### src/rtl/mul_share_arbiter_pkg.sv
// Shared types and constants for the multiplier-sharing arbiter.
// Used by mul_share_arbiter and mul_share_pick.
package mul_share_arbiter_pkg;

  typedef enum logic [1:0] {
    ST_IDLE    = 2'd0,
    ST_COMPUTE = 2'd1,
    ST_RESPOND = 2'd2
  } state_t;

  localparam int ID_W  = 1;
  localparam int CNT_W = 4;

  typedef logic [ID_W-1:0]  req_id_t;
  typedef logic [CNT_W-1:0] settle_cnt_t;

endpackage

### src/rtl/mul_share_pick.sv
// Two-way combinational grant for the shared multiplier.
// MUL_SHARE_RR_EN selects round-robin tie-breaking; otherwise requester 0 always wins ties.
module mul_share_pick
  import mul_share_arbiter_pkg::*;
(
  input  logic [1:0] valid,
`ifdef MUL_SHARE_RR_EN
  input  req_id_t    last_grant,
`endif
  output logic [1:0] grant
);

  // NOTE: every always_comb output gets a default first so no path can infer a latch.
  always_comb begin
    grant = valid;
    if (valid == 2'b11) begin
`ifdef MUL_SHARE_RR_EN
      grant = (last_grant == req_id_t'(1)) ? 2'b01 : 2'b10;
`else
      grant = 2'b01;
`endif
    end
  end

endmodule

### src/rtl/mul_share_arbiter.sv
// Sequences two requesters onto one external 16x16 multiplier and returns each product.
// Optional round-robin arbitration via MUL_SHARE_RR_EN (fixed priority to requester 0 otherwise).
module mul_share_arbiter
  import mul_share_arbiter_pkg::*;
#(
  parameter int WIDTH  = 16,
  parameter int SETTLE = 1
) (
  input  logic               Clock,
  input  logic               Reset,
  input  logic               iReq0_Valid,
  input  logic [WIDTH-1:0]   iReq0_A,
  input  logic [WIDTH-1:0]   iReq0_B,
  input  logic               iReq1_Valid,
  input  logic [WIDTH-1:0]   iReq1_A,
  input  logic [WIDTH-1:0]   iReq1_B,
  output logic               oReq0_Ready,
  output logic               oReq1_Ready,
  output logic               oRsp0_Valid,
  output logic               oRsp1_Valid,
  output logic [2*WIDTH-1:0] oRsp0_Result,
  output logic [2*WIDTH-1:0] oRsp1_Result,
  input  logic               iRsp0_Ready,
  input  logic               iRsp1_Ready,
  output logic [WIDTH-1:0]   oMul_A,
  output logic [WIDTH-1:0]   oMul_B,
  input  logic [2*WIDTH-1:0] iMul_Result,
  output logic               oBusy
);

  localparam settle_cnt_t SETTLE_LOAD = settle_cnt_t'(SETTLE - 1);

  state_t             state;
  req_id_t            req_id;
  settle_cnt_t        cnt;
  logic [WIDTH-1:0]   op_a;
  logic [WIDTH-1:0]   op_b;
  logic [2*WIDTH-1:0] result;

  logic [1:0] grant;
  logic [1:0] ready;
  logic       accept;
  req_id_t    accept_id;
  logic       rsp_fire;

`ifdef MUL_SHARE_RR_EN
  req_id_t last_grant;

  mul_share_pick u_pick (
    .valid      ({iReq1_Valid, iReq0_Valid}),
    .last_grant (last_grant),
    .grant      (grant)
  );

  // Pointer starts at 1 so requester 0 wins the first tie; it moves only on an accepted handshake.
  always_ff @(posedge Clock or negedge Reset) begin
    if (!Reset) begin
      last_grant <= req_id_t'(1);
    end else if (accept) begin
      last_grant <= accept_id;
    end
  end
`else
  mul_share_pick u_pick (
    .valid (({iReq1_Valid, iReq0_Valid})),
    .grant (grant)
  );
`endif

  assign ready     = {iReq1_Valid, iReq0_Valid} & grant & {2{state == ST_IDLE}};
  assign accept    = |ready;
  assign accept_id = req_id_t'(ready[1]);
  assign rsp_fire  = (state == ST_RESPOND) &&
                     ((req_id == req_id_t'(0)) ? iRsp0_Ready : iRsp1_Ready);

  // NOTE: sequential state uses non-blocking assignments so every register samples pre-edge values.
  always_ff @(posedge Clock or negedge Reset) begin
    if (!Reset) begin
      state  <= ST_IDLE;
      req_id <= '0;
      cnt    <= '0;
      op_a   <= '0;
      op_b   <= '0;
      result <= '0;
    end else begin
      case (state)
        ST_IDLE: begin
          if (accept) begin
            op_a   <= ready[1] ? iReq1_A : iReq0_A;
            op_b   <= ready[1] ? iReq1_B : iReq0_B;
            req_id <= accept_id;
            cnt    <= SETTLE_LOAD;
            state  <= ST_COMPUTE;
          end
        end
        ST_COMPUTE: begin
          // Operands have been stable on the multiplier for SETTLE cycles when cnt reaches 0.
          if (cnt == '0) begin
            result <= iMul_Result;
            state  <= ST_RESPOND;
          end else begin
            cnt <= cnt - 1'b1;
          end
        end
        ST_RESPOND: begin
          if (rsp_fire) begin
            state <= ST_IDLE;
          end
        end
        default: state <= ST_IDLE;
      endcase
    end
  end

  assign oReq0_Ready  = ready[0];
  assign oReq1_Ready  = ready[1];
  assign oRsp0_Valid  = (state == ST_RESPOND) && (req_id == req_id_t'(0));
  assign oRsp1_Valid  = (state == ST_RESPOND) && (req_id == req_id_t'(1));
  assign oRsp0_Result = result;
  assign oRsp1_Result = result;
  assign oMul_A       = op_a;
  assign oMul_B       = op_b;
  assign oBusy        = (state != ST_IDLE);

endmodule

### config.mk
export PLATFORM = sky130hd
export DESIGN_NAME = mul_share_arbiter
export DESIGN_NICKNAME = d
export VERILOG_FILES = /design/src/rtl/mul_share_arbiter_pkg.sv /design/src/rtl/mul_share_pick.sv /design/src/rtl/mul_share_arbiter.sv
export SDC_FILE = /design/constraint.sdc
export NUM_CORES = 1
export LEC_CHECK = 0
export ABC_AREA = 1
export CAP_MARGIN = 20
export CORE_MARGIN = 10
export CORE_UTILIZATION = 35
export DETAILED_ROUTE_END_ITERATION = 16
export PLACE_DENSITY = 0.8
export SLEW_MARGIN = 15
export SYNTH_ARGS = -nofsm -noshare
export SYNTH_HDL_FRONTEND = slang
export SYNTH_SLANG_ARGS = --single-unit
### constraint.sdc
create_clock -name Clock -period 1.3 [get_ports Clock]
set_clock_uncertainty 0.2 [all_clocks]
set_input_delay 0.26 -clock Clock [delete_from_list [all_inputs] [get_ports Clock]]
set_output_delay 0.26 -clock Clock [all_outputs]
set_load 0.005 [all_outputs]
# Yosys cells after proc, flatten, opt, wreduce, memory -nomap -nowiden
# Cells that the tools add are included.
dict set report classes {
  muxes 11
  bitwise_logic 3
  n_reduce_logical 12
  n_eq_ne 7
  addsub 1
}
# op count
set ops {}
lappend ops {{$mux W16} 2}
lappend ops {{$mux W2} 4}
lappend ops {{$mux W4} 2}
lappend ops {{$ne A2 B2 Y1 const B} 4}
lappend ops {{$pmux W4 S2} 1}
lappend ops {{$pmux W2 S3} 1}
lappend ops {{$reduce_and A3 Y1} 2}
lappend ops {{$and A2 B2 Y2} 2}
lappend ops {{$eq A2 B2 Y1 const B} 2}
lappend ops {{$logic_not A4 Y1} 1}
lappend ops {{$reduce_and A2 Y1} 2}
lappend ops {{$reduce_bool A2 Y1} 2}
lappend ops {{$sub A4 B1 Y4 const B} 1}
lappend ops {{$logic_and A1 B1 Y1} 3}
lappend ops {{$eq A2 B1 Y1 const B} 1}
lappend ops {{$logic_not A2 Y1} 1}
lappend ops {{$reduce_or A2 Y1} 1}
lappend ops {{$mux W1} 1}
lappend ops {{$not A1 Y1} 1}
dict set report word_totals {
  word_cells 40
  output_inout_bits 101
  reg_bits 71
}

# Depth between registers and ports, before layout
# Gate-level depths: netlist (run 1).
dict set report logic_depth {
  ltp_word 7
  ltp_mapped 8
  depth_no_buf 8
}

# Modules after synthesis
# From an unflattened synthesis (run 1), not the netlist that was laid out.
dict set report hier_totals {
  hier_cells 502
  area_unflattened_um2 3887.5
}
# mod n_inst area_each_um2 cells_per_inst seq_area_each_um2
set modules_own_cells {}
lappend modules_own_cells {mul_share_arbiter 1 3876.2 499 1776.7}
lappend modules_own_cells {mul_share_pick 1 11.3 3 0.0}

# Worst setup path before layout (run 1)
# No wires, ideal clock.
dict set report synth_path {
  kind {register -> register}
  startpoint {register cnt[0]}
  endpoint {register result[10], in the netlist oRsp0_Result[10]}
  synth_period_minus_slack_ns 1.457
  slack_ns -0.157
  path_stages_with_launch 8
  t_arrival_ns 1.127
  t_required_ns 0.970
  cell_sequence {dfrtp_1 inv_1 ha_1 nand3_2 buf_6 buf_6 nand2_1 o21ai_0}
}
dict set report synth_between {
  elab_chain_cells 2
}
# item line_no
set synth_rtl {}
lappend synth_rtl {{start: declaration} mul_share_arbiter.sv:35} ;# settle_cnt_t cnt;
lappend synth_rtl {{start signal: assignment} mul_share_arbiter.sv:102} ;# cnt <= cnt - 1'b1;
lappend synth_rtl {{$logic_not A4 Y1} mul_share_arbiter.sv:98} ;# if (cnt == '0) begin
lappend synth_rtl {{$reduce_and A2 Y1 (no line)} -}
lappend synth_rtl {{end signal: assignment} mul_share_arbiter.sv:99} ;# result <= iMul_Result;
lappend synth_rtl {{end: declaration} mul_share_arbiter.sv:38} ;# logic [2*WIDTH-1:0] result;
# No other way between the ends.
# A chain may end at the register's enable or synchronous reset.

# Worst setup path in the final report (run 1)
dict set report layout_path {
  startpoint {register state[1]}
  endpoint {register result[16], in the netlist oRsp0_Result[16]}
}
dict set report layout_between {
  elab_chain_cells 2
}
# item line_no
set layout_rtl {}
lappend layout_rtl {{start: declaration} mul_share_arbiter.sv:33} ;# state_t state;
lappend layout_rtl {{start signal: assignment} mul_share_arbiter.sv:79} ;# state <= ST_IDLE;
lappend layout_rtl {{start signal: assignment} mul_share_arbiter.sv:93} ;# state <= ST_COMPUTE;
lappend layout_rtl {{start signal: assignment} mul_share_arbiter.sv:100} ;# state <= ST_RESPOND;
lappend layout_rtl {{$eq A2 B1 Y1} mul_share_arbiter.sv:86} ;# case (state)
lappend layout_rtl {{$reduce_and A2 Y1 (no line)} -}
# No other way between the ends.

==> results of run 1 <==
## metrics by stage
step	setup WS, ns	area (µm²)	instances	util, %	power [mW]
3_3_place_gp	-0.641	5680	751	58.1	11.5
6_report	-0.444	6810	851	69.7	16.6
3_5_place_dp	-0.657	5680	751	58.1	11.8
5_1_grt	-0.494	6810	851	69.7	17.7
2_1_floorplan	-0.0627	3570	426	-	7.68
4_1_cts	-0.420	6350	828	65.0	15.3
## metal layers
layer  share of wire [%]  vias up  GRT usage, %  wire, µm
met5                   0        -             0         0
met4                 2.1        0          7.32       330
met3                 9.7       26          7.64      1500
met2                  49      195          33.3      7540
met1                  39     1899          21.4      6070
li1                    -     1861             -         -
## final timing paths
kind                                       start                           end  depth (start not counted)  slack, ns
setup / recovery            state[1]$_DFFE_PN0P_  oRsp0_Result[16]$_DFFE_PN0P_                          7      -0.44
max in group asynchronous                  Reset          state[1]$_DFFE_PN0P_                          3       0.29
setup reg to reg            state[1]$_DFFE_PN0P_  oRsp0_Result[16]$_DFFE_PN0P_                          7      -0.44
hold reg to reg            oMul_A[9]$_DFFE_PN0P_         oMul_A[9]$_DFFE_PN0P_                          2       0.28
hold / removal                             Reset  oRsp0_Result[18]$_DFFE_PN0P_                          3       0.26
min in group Clock                iMul_Result[3]   oRsp0_Result[3]$_DFFE_PN0P_                          3       0.26
## synthesized netlist by cell type
master,count
nand2_1,114
dfrtp_1,71
nand3_1,4
xor2_1,1
ha_1,1
buf_6,10
inv_2,1
nor3_1,1
clkbuf_2,3
inv_1,41
clkbuf_1,3
buf_2,1
o21ai_2,15
o21ai_0,17
nor2_4,2
nor2_1,68
nand3_2,2
o21ai_1,36
buf_4,35
## registers in the layout, summed over array words and instances, names as in the netlist
name	flops
state	2
oRsp0_Result	32
cnt	4
req_id	1
oMul_A	16
oMul_B	16
## power groups by stage
stage	Clock (mW)	Combinational [mW]	Sequential, mW
global route	1.89	11.6	4.18
detailed placement	0	7.70	4.10
floorplan	0	3.54	4.14
finish	1.75	10.8	4.06
global placement	0	7.47	4.05
CTS	1.78	9.55	3.96
## what timing repair did
| action | in CTS | in global routing |
|---|---|---|
| hold endpoints to repair | 71 | 0 |
| pin swaps | 6 | 31 |
| setup endpoints to repair | 172 | 172 |
| buffers inserted | 53 | 33 |
| gates resized for setup | 491 | 89 |
| gates cloned | 7 | 3 |
| hold buffers | 1 | 0 |
## kinds of logic after synthesis
kind of cell,Yosys count
adders and majority gates,1
xor gates and xnor gates,1
DFF,71
buffers and inverters,94
and+or+nand+nor,191
AOI/OAI and AO/OA,68
## area by class of cell
type | count | area share, %
clock inverters | 6 | 0.900
repair buffers | 328 | 44.7
multi-input cells | 261 | 21.6
flip-flops and latches | 71 | 26.1
inverters | 42 | 2.35
well taps | 133 | 2.44
clock buffers | 10 | 1.87
## tightest hold or removal path: cells and delay by family
kind	cells	cell delay (ns)
buffers and inverters	3	0.95
==> results.md, run 1 <==
- Final setup fails: 160
- Slew @ Worst Pin: 0.410 ns
- Slowest CP cell: dfrtp_2
- Wirelength, routed: between 15 and 20 mm
- Slowest stage delay, CP: between 0.4 and 0.5 ns
- Syn_nets: 529
- Layout cells sized above 1: 46.0%
- Slew margin rel.: 72.7%
- Run status: complete, but fails checks
- Starting DRT DRC Count: 208
- Commonest non-fill, non-tap cell in the layout: clkdlybuf4s50_1
- Total iterations of the first detailed-routing run: 4
- Reg area: approximately 1800 µm²
- CTS Buf Count: 9
- Vias in the first global route: 4074
- Diode count: 0
- Final Hold Vio Count: 0
- Root buf cell: clkbuf_8
- Failing checks: negative setup slack
- Period utilisation layout: 134%
- Clk pin slew, worst setup/hold paths: 0.09 ns
- XOR/XNOR share of the synthesized area: less than 1%
- Avg WL per Cell: 18.1 µm
- Yosys top cell by area: dfrtp_1
- NumNets Final: 816
- Synth Cell Area: about 3500 µm²
- Sw Pwr: about 6.3 mW
- Port Buffers: 202
- Flop pwr share: approximately a quarter
- Clock Path Buffers: 2
- Leakage: 3.48 nW
- Sequential-to-total area share from yosys stat: 50.6%
- Flops & latches, synth: 71
- CP Buf/Inv Count: 3
- WP data required: 1.32 ns
- Multi-input gate area: around 1500 µm²
- Initial antenna violation count: 0
- Clock latency on the worst-skew pair: 0.34 ns
- Syn Area/Cell: slightly above 8 µm²
- Area Overhead vs Synth: 94.0%
- Antenna viol nets, final: 0
- Main combinational cell family by area after synthesis: simple AND/OR/NAND/NOR gates
- Adder-Cell Fraction of Synth Area: less than 1%
- Type of the most critical hold path: in2async
- Crit. End Element: flop
- First-pass GRT wire length: 22.2 mm
- VDD IR-drop max: 984 µV
- Clock H-tree levels: 3
- DRC: 0
- Cells after Synth: 426
- Arrival time at the worst endpoint: 1.76 ns
- Internal Power: 10.3 mW
- RD Place Congestion: just under 0.8
- Unique masters post-synth: 19
- Boundary pin count: a little over 200
- Accumulated negative setup slack: -32.66 ns
- Slew Viols, Final: 0
- Sw Share: between 30% and 40%
- Most frequent cells in the layout: clkdlybuf4s50_1, nand2_1, buf_4
- Setup crit start kind: flop
- Rows: 36
- Post-synthesis simple-gate area fraction: roughly a fifth
- GRT Overall Usage: 19.5%
- Crit Path Category: reg2reg
- Crit-path cells: buf_6 > buf_6 > nor2_4 > nand3_4 > clkbuf_16 > nand2_2 > o21ai_1
- Post-synthesis mux area share: 0%
- Synth Warn #: 0
- Minimum clock period: 1.74 ns
- Delay-heaviest family, CP: buffers and inverters
- Largest net degree at the start of global routing: between 70 and 80
- Worst setup margin: -0.444 ns
- Routed vias: 3981
- Clk network pwr share: 10.5%
- Total gr overflow: 0
- Die Ht: between 100 and 150 µm
- Combinational Power Share: roughly two thirds
- Fillers: 714
- Compound-cell area share of the yosys netlist: approximately 11%
- Pwr per Cell Area: 2440 nW/µm²
- DPL Wire Length: 9.26 mm
- Final hold slack: 0.256 ns
- Area of the core: ~9800 µm²
- RSZ-0062 raised after global routing: true
- Die area: 14400 µm²
- Synth area leaders: dfrtp_1, nand2_1, buf_4, nor2_1, o21ai_1
- Die X: 120 µm
- CTS tree: yes
- Crit-path most repeated cell: buf_6
- Max cap viols: 0
- Fmax: 573 MHz
- CTS sink count: between 70 and 80
- Initial Util: 35.9%
- Worst Path Max Fanout: 12
- Post-synth top area share: about 51%
- Vias per inst: 4.68
Power figures use the tool's default switching activity.
==> inputs of run 2 (changes only) <==
--- a/config.mk
+++ b/config.mk
@@ -8,9 +8,10 @@
 export ABC_AREA = 1
 export CAP_MARGIN = 20
 export CORE_MARGIN = 10
-export CORE_UTILIZATION = 35
+export CORE_UTILIZATION = 36
+export CTS_BUF_LIST = sky130_fd_sc_hd__clkbuf_8
 export DETAILED_ROUTE_END_ITERATION = 16
-export PLACE_DENSITY = 0.8
+export PLACE_DENSITY = 0.82
 export SLEW_MARGIN = 15
 export SYNTH_ARGS = -nofsm -noshare
 export SYNTH_HDL_FRONTEND = slang
==> run 2 against run 1 <==
Against the previous run:
- the flow still finishes with violations (negative setup slack)
- flip-flop and latch count stayed put
- total power is 18% higher
- non-clock buffer count is 20 higher
- combinational power is 20% higher
- worst hold slack better by 0.014 ns
- global-route usage is 3.6 points higher
- final cell count is 1.9% higher
- sequential share of layout area is 2.0 points lower
- sequential power is 4% higher
- largest cell class unchanged
==> results.md, run 2 (synthesis results as in run 1) <==
- Clock Path Buffers: 2
- Run status: complete, but fails checks
- Total gr overflow: 0
- Crit. End Element: flop
- Area Overhead vs Synth: 110%
- DPL Wire Length: 9.62 mm
- Max reg flops: 32
- WP data required: between 1 and 1.5 ns
- Reg area: 1780 µm²
- RD Place Congestion: between 0.8 and 0.9
- Clock H-tree levels: 3
- RSZ-0062 raised after global routing: true
- Starting DRT DRC Count: between 300 and 400
- Root buf cell: clkbuf_8
- Commonest non-fill, non-tap cell in the layout: clkdlybuf4s50_1
- Initial antenna violation count: 0
- Most frequent cells in the layout: clkdlybuf4s50_1, buf_6, nand2_1, buf_4, dfrtp_1
- Leakage: between 3 and 4 nW
- Slowest stage delay, CP: 0.43 ns
- Routed met2 length: approximately 9.5 mm
- CTS sink count: 71
- Slew @ Worst Pin: 0.426 ns
- Clk pin slew, worst setup/hold paths: 0.08 ns
- Die Ht: 119 µm
- Slowest CP cell: dfrtp_2
- Area of the core: 9370 µm²
- Worst hold endpoint: oMul_B[6]$_DFFE_PN0P_
- Arrival time at the worst endpoint: 1.85 ns
- Antenna viol nets, final: 0
- Final instance area: 7370 µm²
- Slew margin rel.: between 70% and 80%
- VDD IR-drop max: 1130 µV
- Reg2reg setup slack: -0.50 ns
- Slew Viols, Final: 0
- CTS tree: yes
- Max cap viols: 0
- Multi-input gate area: 1720 µm²
- DRC: 0
- NumNets Final: 836
- Max Used Layer: met4
- Final Hold Vio Count: 0
- Accumulated negative setup slack: -36.67 ns
- Clock latency on the worst-skew pair: 0.35 ns
- Die X: 119 µm
- Delay-heaviest family, CP: buffers and inverters
- Final setup fails: 172
- Final hold slack: 0.270 ns
- Vias per inst: 4.98
- R2R cell count: 7
- Critical hold path startpoint: oMul_B[6]$_DFFE_PN0P_
- Type of the most critical hold path: reg2reg
- Largest net degree at the start of global routing: slightly above 70
- Rows: 35
- Initial Util: 37.4%
- First-pass GRT wire length: 25.6 mm
- Diode count: 0
- Boundary pin count: 203
- Hold Path Stages: 2
- Die area: roughly 14000 µm²
- CP Buf/Inv Count: 4
- Fillers: 509
- Worst setup margin: -0.501 ns
- Routed vias: 4320
- Layout cells sized above 1: 51.6%
- Wirelength, routed: 19.4 mm
- Reg2reg end: oRsp0_Result[13]$_DFFE_PN0P_
- Vias in the first global route: 4484
- DR WL met3: 1.85 mm
- Met1 WL: 7.27 mm
- Placed cell area: 5630 µm²
- Worst Path Max Fanout: 7
- Pwr per Cell Area: 2660 nW/µm²
- R2r startpoint: state[1]$_DFFE_PN0P_
- Avg WL per Cell: 22.4 µm
- GRT Overall Usage: around 23%
- Setup crit start kind: flop
- Period utilisation layout: 139%
- Fmax: 555 MHz
- Port Buffers: 202
- Minimum clock period: between 1.5 and 2 ns
- Crit-path cells: buf_6 > buf_6 > nor2_4 > nand3_4 > buf_12 > buf_12 > o21ai_2
- Failing checks: negative setup slack
- Total iterations of the first detailed-routing run: 5
- Crit Path Category: reg2reg
- CTS Buf Count: 9
==> run 2: power by group <==
part,switching [mW],internal (mW)
combinational,5.89,7.12
clock,0.882,1.52
sequential,0.877,3.33
total,7.65,12.0
==> run 2: timing repair <==
action	in CTS	in global routing
resized for setup	506	170
hold buffers	1	0
pin swaps	8	35
gates cloned	9	1
endpoints found under the hold margin	71	0
setup buffers	77	44
endpoints found under the setup margin	172	172
==> run 2: metal layers <==
layer	track usage [%]	vias up
li1	-	1897
met1	24.6	2064
met2	39.2	294
met3	8.28	65
met4	11.6	0
met5	0	-
==> run 2: worst register-to-register path, cell delays in order, from the launching register on <==
cell     delay, ns
dfrtp_2       0.43
buf_6         0.13
buf_6         0.11
nor2_4        0.15
nand3_4       0.15
buf_12        0.18
buf_12        0.15
o21ai_2       0.20
==> run 2: worst max-delay path by stage <==
stage,from,endpoint,slack [ns],depth (start not counted)
2_1_floorplan,cnt[0]$_DFFE_PN0P_,oRsp0_Result[23]$_DFFE_PN0P_,-0.06,7
3_3_place_gp,iReq0_Valid,oReq1_Ready,-0.63,5
3_5_place_dp,iReq0_Valid,oReq1_Ready,-0.66,5
4_1_cts,state[1]$_DFFE_PN0P_,oReq1_Ready,-0.42,5
5_1_grt,state[1]$_DFFE_PN0P_,oRsp0_Result[13]$_DFFE_PN0P_,-0.54,7
6_report,state[1]$_DFFE_PN0P_,oRsp0_Result[13]$_DFFE_PN0P_,-0.50,7
==> run 2: final cells by class <==
cell class	instances	share of cell area [%]
clock inverters	6	1.80
multi-input cells	261	23.3
well taps	129	2.19
clock buffers	10	1.87
inverters	42	2.17
flip-flops and latches	71	24.1
repair buffers	348	44.6
==> run 2: per-stage QoR <==
step / worst slack, ns / std cells / power (mW) / util (%)
2_1_floorplan: -0.0627 / 426 / 7.68 / -
3_3_place_gp: -0.630 / 739 / 11.4 / 60.1
3_5_place_dp: -0.660 / 739 / 11.7 / 60.1
4_1_cts: -0.423 / 841 / 16.4 / 70.7
5_1_grt: -0.537 / 867 / 20.5 / 78.7
6_report: -0.501 / 867 / 19.6 / 78.7
